===== config.mk =====
export PLATFORM = sky130hd
export DESIGN_NAME = rv_control_fsm
export DESIGN_NICKNAME = d
export VERILOG_FILES = /design/src/rtl/rv_control_fsm.sv
export SDC_FILE = /design/constraint.sdc
export NUM_CORES = 1
export LEC_CHECK = 0
export CAP_MARGIN = 20
export CELL_PAD_IN_SITES_DETAIL_PLACEMENT = 0
export CELL_PAD_IN_SITES_GLOBAL_PLACEMENT = 2
export CORE_ASPECT_RATIO = 1.4
export CORE_UTILIZATION = 28
export DETAILED_ROUTE_END_ITERATION = 10
export PLACE_DENSITY_LB_ADDON = 0.1
export SYNTH_ARGS = -nofsm -noshare
export SYNTH_HDL_FRONTEND = slang
export SYNTH_SLANG_ARGS = --single-unit

===== constraint.sdc =====
create_clock -name clk_i -period 5 [get_ports clk_i]
set_input_delay 1 -clock clk_i [delete_from_list [all_inputs] [get_ports clk_i]]
set_output_delay 1 -clock clk_i [all_outputs]
set_load 0.1 [all_outputs]

===== src/rtl/rv_control_fsm.sv =====
// Multi-cycle control sequencer for the RV32I datapath: decodes the held instruction,
// drives all datapath controls and strobes pc_en once per retired instruction.
module rv_control_fsm #(
  parameter int W  = 32,
  parameter int CW = 32
) (
  input  logic          clk_i,
  input  logic          rst_ni,
  input  logic          run_i,
  input  logic [W-1:0]  instruction_i,
  input  logic          zero_i,
  output logic          branch_o,
  output logic          branch_confirm_o,
  output logic          is_lui_o,
  output logic          is_jal_o,
  output logic          is_jalr_o,
  output logic          mem2reg_o,
  output logic          memwrite_o,
  output logic          alusrc_o,
  output logic          regwrite_o,
  output logic [3:0]    aluctl_o,
  output logic          pc_en_o,
  output logic          halted_o,
  output logic [1:0]    halt_cause_o,
  output logic [CW-1:0] retired_o
);

  typedef enum logic [1:0] {S_FETCH, S_EXEC, S_WB, S_HALT} state_e;

  localparam logic [3:0] ALU_ADD = 4'b0010;
  localparam logic [3:0] ALU_SUB = 4'b0110;

  state_e        state_q, state_d;
  logic [1:0]    halt_cause_q, halt_cause_d;
  logic [CW-1:0] retired_q, retired_d;

  logic [6:0] opcode;
  logic [2:0] funct3;
  logic [6:0] funct7;
  logic [3:0] f3_alu;
  logic       f3_ok;

  assign opcode = instruction_i[6:0];
  assign funct3 = instruction_i[14:12];
  assign funct7 = instruction_i[31:25];

  // ALU op shared by R-type and I-ALU; f3_ok flags the four supported funct3 values.
  always_comb begin
    f3_alu = ALU_ADD;
    f3_ok  = 1'b1;
    case (funct3)
      3'b000:  f3_alu = ALU_ADD;
      3'b111:  f3_alu = 4'b0000;
      3'b110:  f3_alu = 4'b0001;
      3'b010:  f3_alu = 4'b0111;
      default: f3_ok  = 1'b0;
    endcase
  end

  logic       dec_legal, dec_load, dec_ecall;
  logic       dec_branch, dec_bconf, dec_lui, dec_jal, dec_jalr;
  logic       dec_mem2reg, dec_memwrite, dec_alusrc, dec_regwrite;
  logic [3:0] dec_aluctl;

  always_comb begin
    dec_legal    = 1'b0;
    dec_load     = 1'b0;
    dec_ecall    = (instruction_i == W'(32'h0000_0073));
    dec_branch   = 1'b0;
    dec_bconf    = 1'b0;
    dec_lui      = 1'b0;
    dec_jal      = 1'b0;
    dec_jalr     = 1'b0;
    dec_mem2reg  = 1'b0;
    dec_memwrite = 1'b0;
    dec_alusrc   = 1'b0;
    dec_regwrite = 1'b0;
    dec_aluctl   = ALU_ADD;
    case (opcode)
      7'b0110011: begin
        dec_regwrite = 1'b1;
        if (funct7 == 7'b0000000 && f3_ok) begin
          dec_legal  = 1'b1;
          dec_aluctl = f3_alu;
        end else if (funct7 == 7'b0100000 && funct3 == 3'b000) begin
          dec_legal  = 1'b1;
          dec_aluctl = ALU_SUB;
        end
      end
      7'b0010011: begin
        dec_legal    = f3_ok;
        dec_alusrc   = 1'b1;
        dec_regwrite = 1'b1;
        dec_aluctl   = f3_alu;
      end
      7'b0000011: begin
        dec_legal   = (funct3 == 3'b010);
        dec_load    = 1'b1;
        dec_alusrc  = 1'b1;
        dec_mem2reg = 1'b1;
      end
      7'b0100011: begin
        dec_legal    = (funct3 == 3'b010);
        dec_alusrc   = 1'b1;
        dec_memwrite = 1'b1;
      end
      7'b1100011: begin
        dec_legal  = (funct3 == 3'b000) || (funct3 == 3'b001);
        dec_branch = 1'b1;
        dec_aluctl = ALU_SUB;
        dec_bconf  = funct3[0] ? ~zero_i : zero_i;
      end
      7'b1101111: begin
        dec_legal    = 1'b1;
        dec_jal      = 1'b1;
        dec_regwrite = 1'b1;
      end
      7'b1100111: begin
        dec_legal    = (funct3 == 3'b000);
        dec_jalr     = 1'b1;
        dec_alusrc   = 1'b1;
        dec_regwrite = 1'b1;
      end
      7'b0110111: begin
        dec_legal    = 1'b1;
        dec_lui      = 1'b1;
        dec_regwrite = 1'b1;
      end
      default: dec_legal = 1'b0;
    endcase
  end

  // Outputs depend only on state (plus the decode in EXEC), so an asynchronous
  // reset drops every strobe in the same instant.
  always_comb begin
    state_d          = state_q;
    halt_cause_d     = halt_cause_q;
    branch_o         = 1'b0;
    branch_confirm_o = 1'b0;
    is_lui_o         = 1'b0;
    is_jal_o         = 1'b0;
    is_jalr_o        = 1'b0;
    mem2reg_o        = 1'b0;
    memwrite_o       = 1'b0;
    alusrc_o         = 1'b0;
    regwrite_o       = 1'b0;
    aluctl_o         = ALU_ADD;
    pc_en_o          = 1'b0;
    case (state_q)
      S_FETCH: if (run_i) state_d = S_EXEC;
      S_EXEC: begin
        if (dec_legal) begin
          branch_o         = dec_branch;
          branch_confirm_o = dec_bconf;
          is_lui_o         = dec_lui;
          is_jal_o         = dec_jal;
          is_jalr_o        = dec_jalr;
          mem2reg_o        = dec_mem2reg;
          memwrite_o       = dec_memwrite;
          alusrc_o         = dec_alusrc;
          regwrite_o       = dec_regwrite & ~dec_load;
          aluctl_o         = dec_aluctl;
          pc_en_o          = ~dec_load;
          state_d          = dec_load ? S_WB : S_FETCH;
        end else begin
          state_d      = S_HALT;
          halt_cause_d = dec_ecall ? 2'b01 : 2'b10;
        end
      end
      S_WB: begin
        mem2reg_o  = 1'b1;
        alusrc_o   = 1'b1;
        regwrite_o = 1'b1;
        pc_en_o    = 1'b1;
        state_d    = S_FETCH;
      end
      default: state_d = S_HALT;
    endcase
  end

  assign retired_d    = retired_q + {{(CW-1){1'b0}}, pc_en_o};
  assign halted_o     = (state_q == S_HALT);
  assign halt_cause_o = halt_cause_q;
  assign retired_o    = retired_q;

  always_ff @(posedge clk_i or negedge rst_ni) begin
    if (!rst_ni) begin
      state_q      <= S_FETCH;
      halt_cause_q <= 2'b00;
      retired_q    <= '0;
    end else begin
      state_q      <= state_d;
      halt_cause_q <= halt_cause_d;
      retired_q    <= retired_d;
    end
  end

endmodule


==> metrics.yaml <==
die_w_um: 77.4
power_density_nw_per_um2: 348
port_buffers: 83
swShare_pct: 48.7
setup_tns_ps: 0
skew_ps: 4.16
hpwlAfterDp_um: 4830
routed_wl_um: 6050
status: "finished, final reports clean"
avgRoutedWirePerCell_um: 14.8
clock-sinks: 36
synthArstFlopShare_pct: 100
pre_cts_ws_ps: 225
grt_pass1_wl_um: 10300
cap_violations: 0
placed_cell_area_um2: 3290
cts_max_level: 2
final_cells: 409
grt_setup_unrepaired: "false"
required_ps: 4000
root_buffer: "clkbuf_8"
setup_violations: 0
vias: 1938
design_power_total_mw: 1.17
p_leak_nw: 1.28
pwr-share-comb_pct: 53.4
rrSetupSlack_ps: 2140
setup_ws_ps: 546
cp_max_fo: 14
clkLatencyLatePin_ps: 280
ios: 85
grt_usage_pct: 15.7
ys_seq_elements: 36
max-vdd-ir-drop_v: 0.000456
syn_area_um2: 2230
grt_start_max_net_pins: 37
cp_num_buf_inv: 2
hold_ws_ps: 469
drc: 0
dr_wl_met2_um: 3380
startpoint_type: "input pin"
fin_crit_ps: 4450
crit_path_max_incr_delay_ps: 730
detail-route-antenna-nets: 0
layout-drive-gt1-share_pct: 14.6
synthFlopType: "dfrtp_1"
fmax_ghz: 0.224
ctsResizeCount: 0
design_area_um2: 3370
place_congestion: 0.764
period_share_pct: 89.1
finalHoldViolCount: 0
power_frac_seq_pct: 30.3
syn_inst: 224
critPathTopFamily: "buffers and inverters"
rows: 38
switching_power_mw: 0.571
core_um2: 7750
die_area_um2: 8330
gr-total-overflow: 0
cp-end-kind: "output pin"
drtIter0Drc: 47
crit_type: "in2out"
yosysWarningCount: 0
synth-edff-count: 0
grt_pass1_vias: 2033
clock_path_buffers: 2
syn_area_per_cell_um2: 9.95
antenna_found_initial: 0
tritoncts: "yes"
path_cells: "clkdlybuf4s50_1 -> nor2b_4 -> a2111oi_4 -> a41oi_2 -> o211a_4 -> nor4_2 -> buf_12"
p_clk_share_pct: 16.3
routed.top_layer: "met4"
max-slew-margin-rel_pct: 33.0
nNetsFinal: 351
syn_nets: 266
yosysSeqAreaShare_pct: 40.4
wl_met1_um: 2330
slew_violations: 0
internal_power_mw: 0.602
slowest_stage: "clkdlybuf4s50_1"
area_delta_synth_final_pct: 51.0
wl_met3_um: 239
dr.pass1.iters: 4
hp-class: "reg2reg"
initial_utilization_pct: 28.8
die_h_um: 108
diodes: 0
placedCellCount: 402
viasPerCell: 4.74
arrival_ps: 3450
postCtsHoldBufs: 0
yosysUniqueCellTypes: 48
clk_pin_slew_ps: 70
worstMarginPinSlew_ps: 1000
final_core_util_pct: 43.4
cts_setup_buffers: 0
numCtsBuffers: 5
==> placed cells by master, fill, tap and decap left out, types with 2 or more instances in the layout <==
master and n:
a21oi_1 5, a31oi_1 4, and3_1 5, and4_1 3, buf_12 12, buf_4 4
clkbuf_8 5, clkdlybuf4s50_1 69, dfrtp_1 36, ha_1 6, inv_1 6, nand2_1 18
nand2b_1 2, nand3_1 16, nand3b_1 5, nand4_1 10, nor2_1 12, nor3_1 11
nor3_2 4, nor3b_1 3, nor4_1 4, nor4_2 4, o21ai_1 2, o31ai_2 2
or2_2 2, or3_1 4, xnor2_1 23, xor2_1 8
==> power groups by stage <==
stage,registers [mW],logic [mW],clock network [mW]
4_1_cts,0.356,0.634,0.203
3_5_place_dp,0.361,0.633,0
5_1_grt,0.362,0.656,0.213
3_3_place_gp,0.361,0.631,0
2_1_floorplan,0.491,0.295,0
6_report,0.355,0.626,0.191
==> final cells by class <==
class                      count  area (µm²)
clock buffer                   6        72.6
clock inverter                 1        5.00
fill                         766        4380
inverter                       6        22.5
multi-input combinational    174        1270
sequential                    36         901
tap                          100         125
timing repair buffer          86         966
==> synth_stat cells, drive strengths merged (3+ instances only) <==
| library cell | instances | area share, % |
|---|---|---|
| a21oi | 5 | 1.1 |
| a31oi | 4 | 1.1 |
| and3 | 5 | 1.4 |
| and4 | 3 | 1.2 |
| buf | 5 | 1.6 |
| clkbuf | 3 | 0.51 |
| dfrtp | 36 | 40 |
| ha | 6 | 3.4 |
| inv | 6 | 1.0 |
| nand2 | 18 | 3.0 |
| nand3 | 16 | 3.6 |
| nand3b | 5 | 1.7 |
| nand4 | 10 | 2.8 |
| nor2 | 12 | 2.0 |
| nor3 | 15 | 4.3 |
| nor3b | 3 | 1.0 |
| nor4 | 8 | 3.1 |
| o21ai | 3 | 0.67 |
| o31ai | 4 | 2.0 |
| or3 | 4 | 1.1 |
| xnor2 | 23 | 9.0 |
| xor2 | 8 | 3.1 |
==> cell families (layout without fill, tap and decap cells) <==
kind of cell / after synthesis / count (layout) / share of synthesized area [%]
XOR/XNOR: 31 / 31 / 12.2
buffers and inverters: 14 / 99 / 3.14
AO/OA/AOI/OAI: 24 / 24 / 10.3
other: 1 / 1 / 0.168
flip-flops: 36 / 36 / 40.4
AND/OR/NAND/NOR: 111 / 111 / 30.0
adder cells (fa/ha/maj): 6 / 6 / 3.37
multiplexers: 1 / 1 / 0.505
==> path summary, 6_finish.rpt <==
path | start | cells past startpoint | end
min reg2reg | retired_o[31]$_DFF_PN0_ | 1 | retired_o[31]$_DFF_PN0_
max | instruction_i[13] | 7 | branch_confirm_o
max reg2reg | state_q[1]$_DFFE_PN0P_ | 10 | retired_o[22]$_DFF_PN0_
max in group asynchronous | rst_ni | 1 | retired_o[1]$_DFF_PN0_
min | retired_o[31]$_DFF_PN0_ | 1 | retired_o[31]$_DFF_PN0_
min in group asynchronous | rst_ni | 1 | retired_o[10]$_DFF_PN0_
==> flip-flops by register name, indices dropped and copies added, names as in the netlist <==
signal,cells
state_q,2
halt_cause_o,2
retired_o,32
==> worst reg2reg max path, delay by kind of cell, from the launching register on <==
family,cells,cell delay [ps]
adders and majority gates,3,820
and+or+nand+nor,4,990
buffers and inverters,1,100
AOI/OAI and AO/OA,1,270
xor gates and xnor gates,1,150
DFF,1,420
==> per-layer routing <==
layer | track usage [%] | up-vias
met5 | 0 | -
met4 | 5.80 | 0
met3 | 2.63 | 8
met2 | 30.2 | 56
met1 | 17.0 | 896
li1 | - | 978
Note: power is estimated with default switching activity, not from simulation.
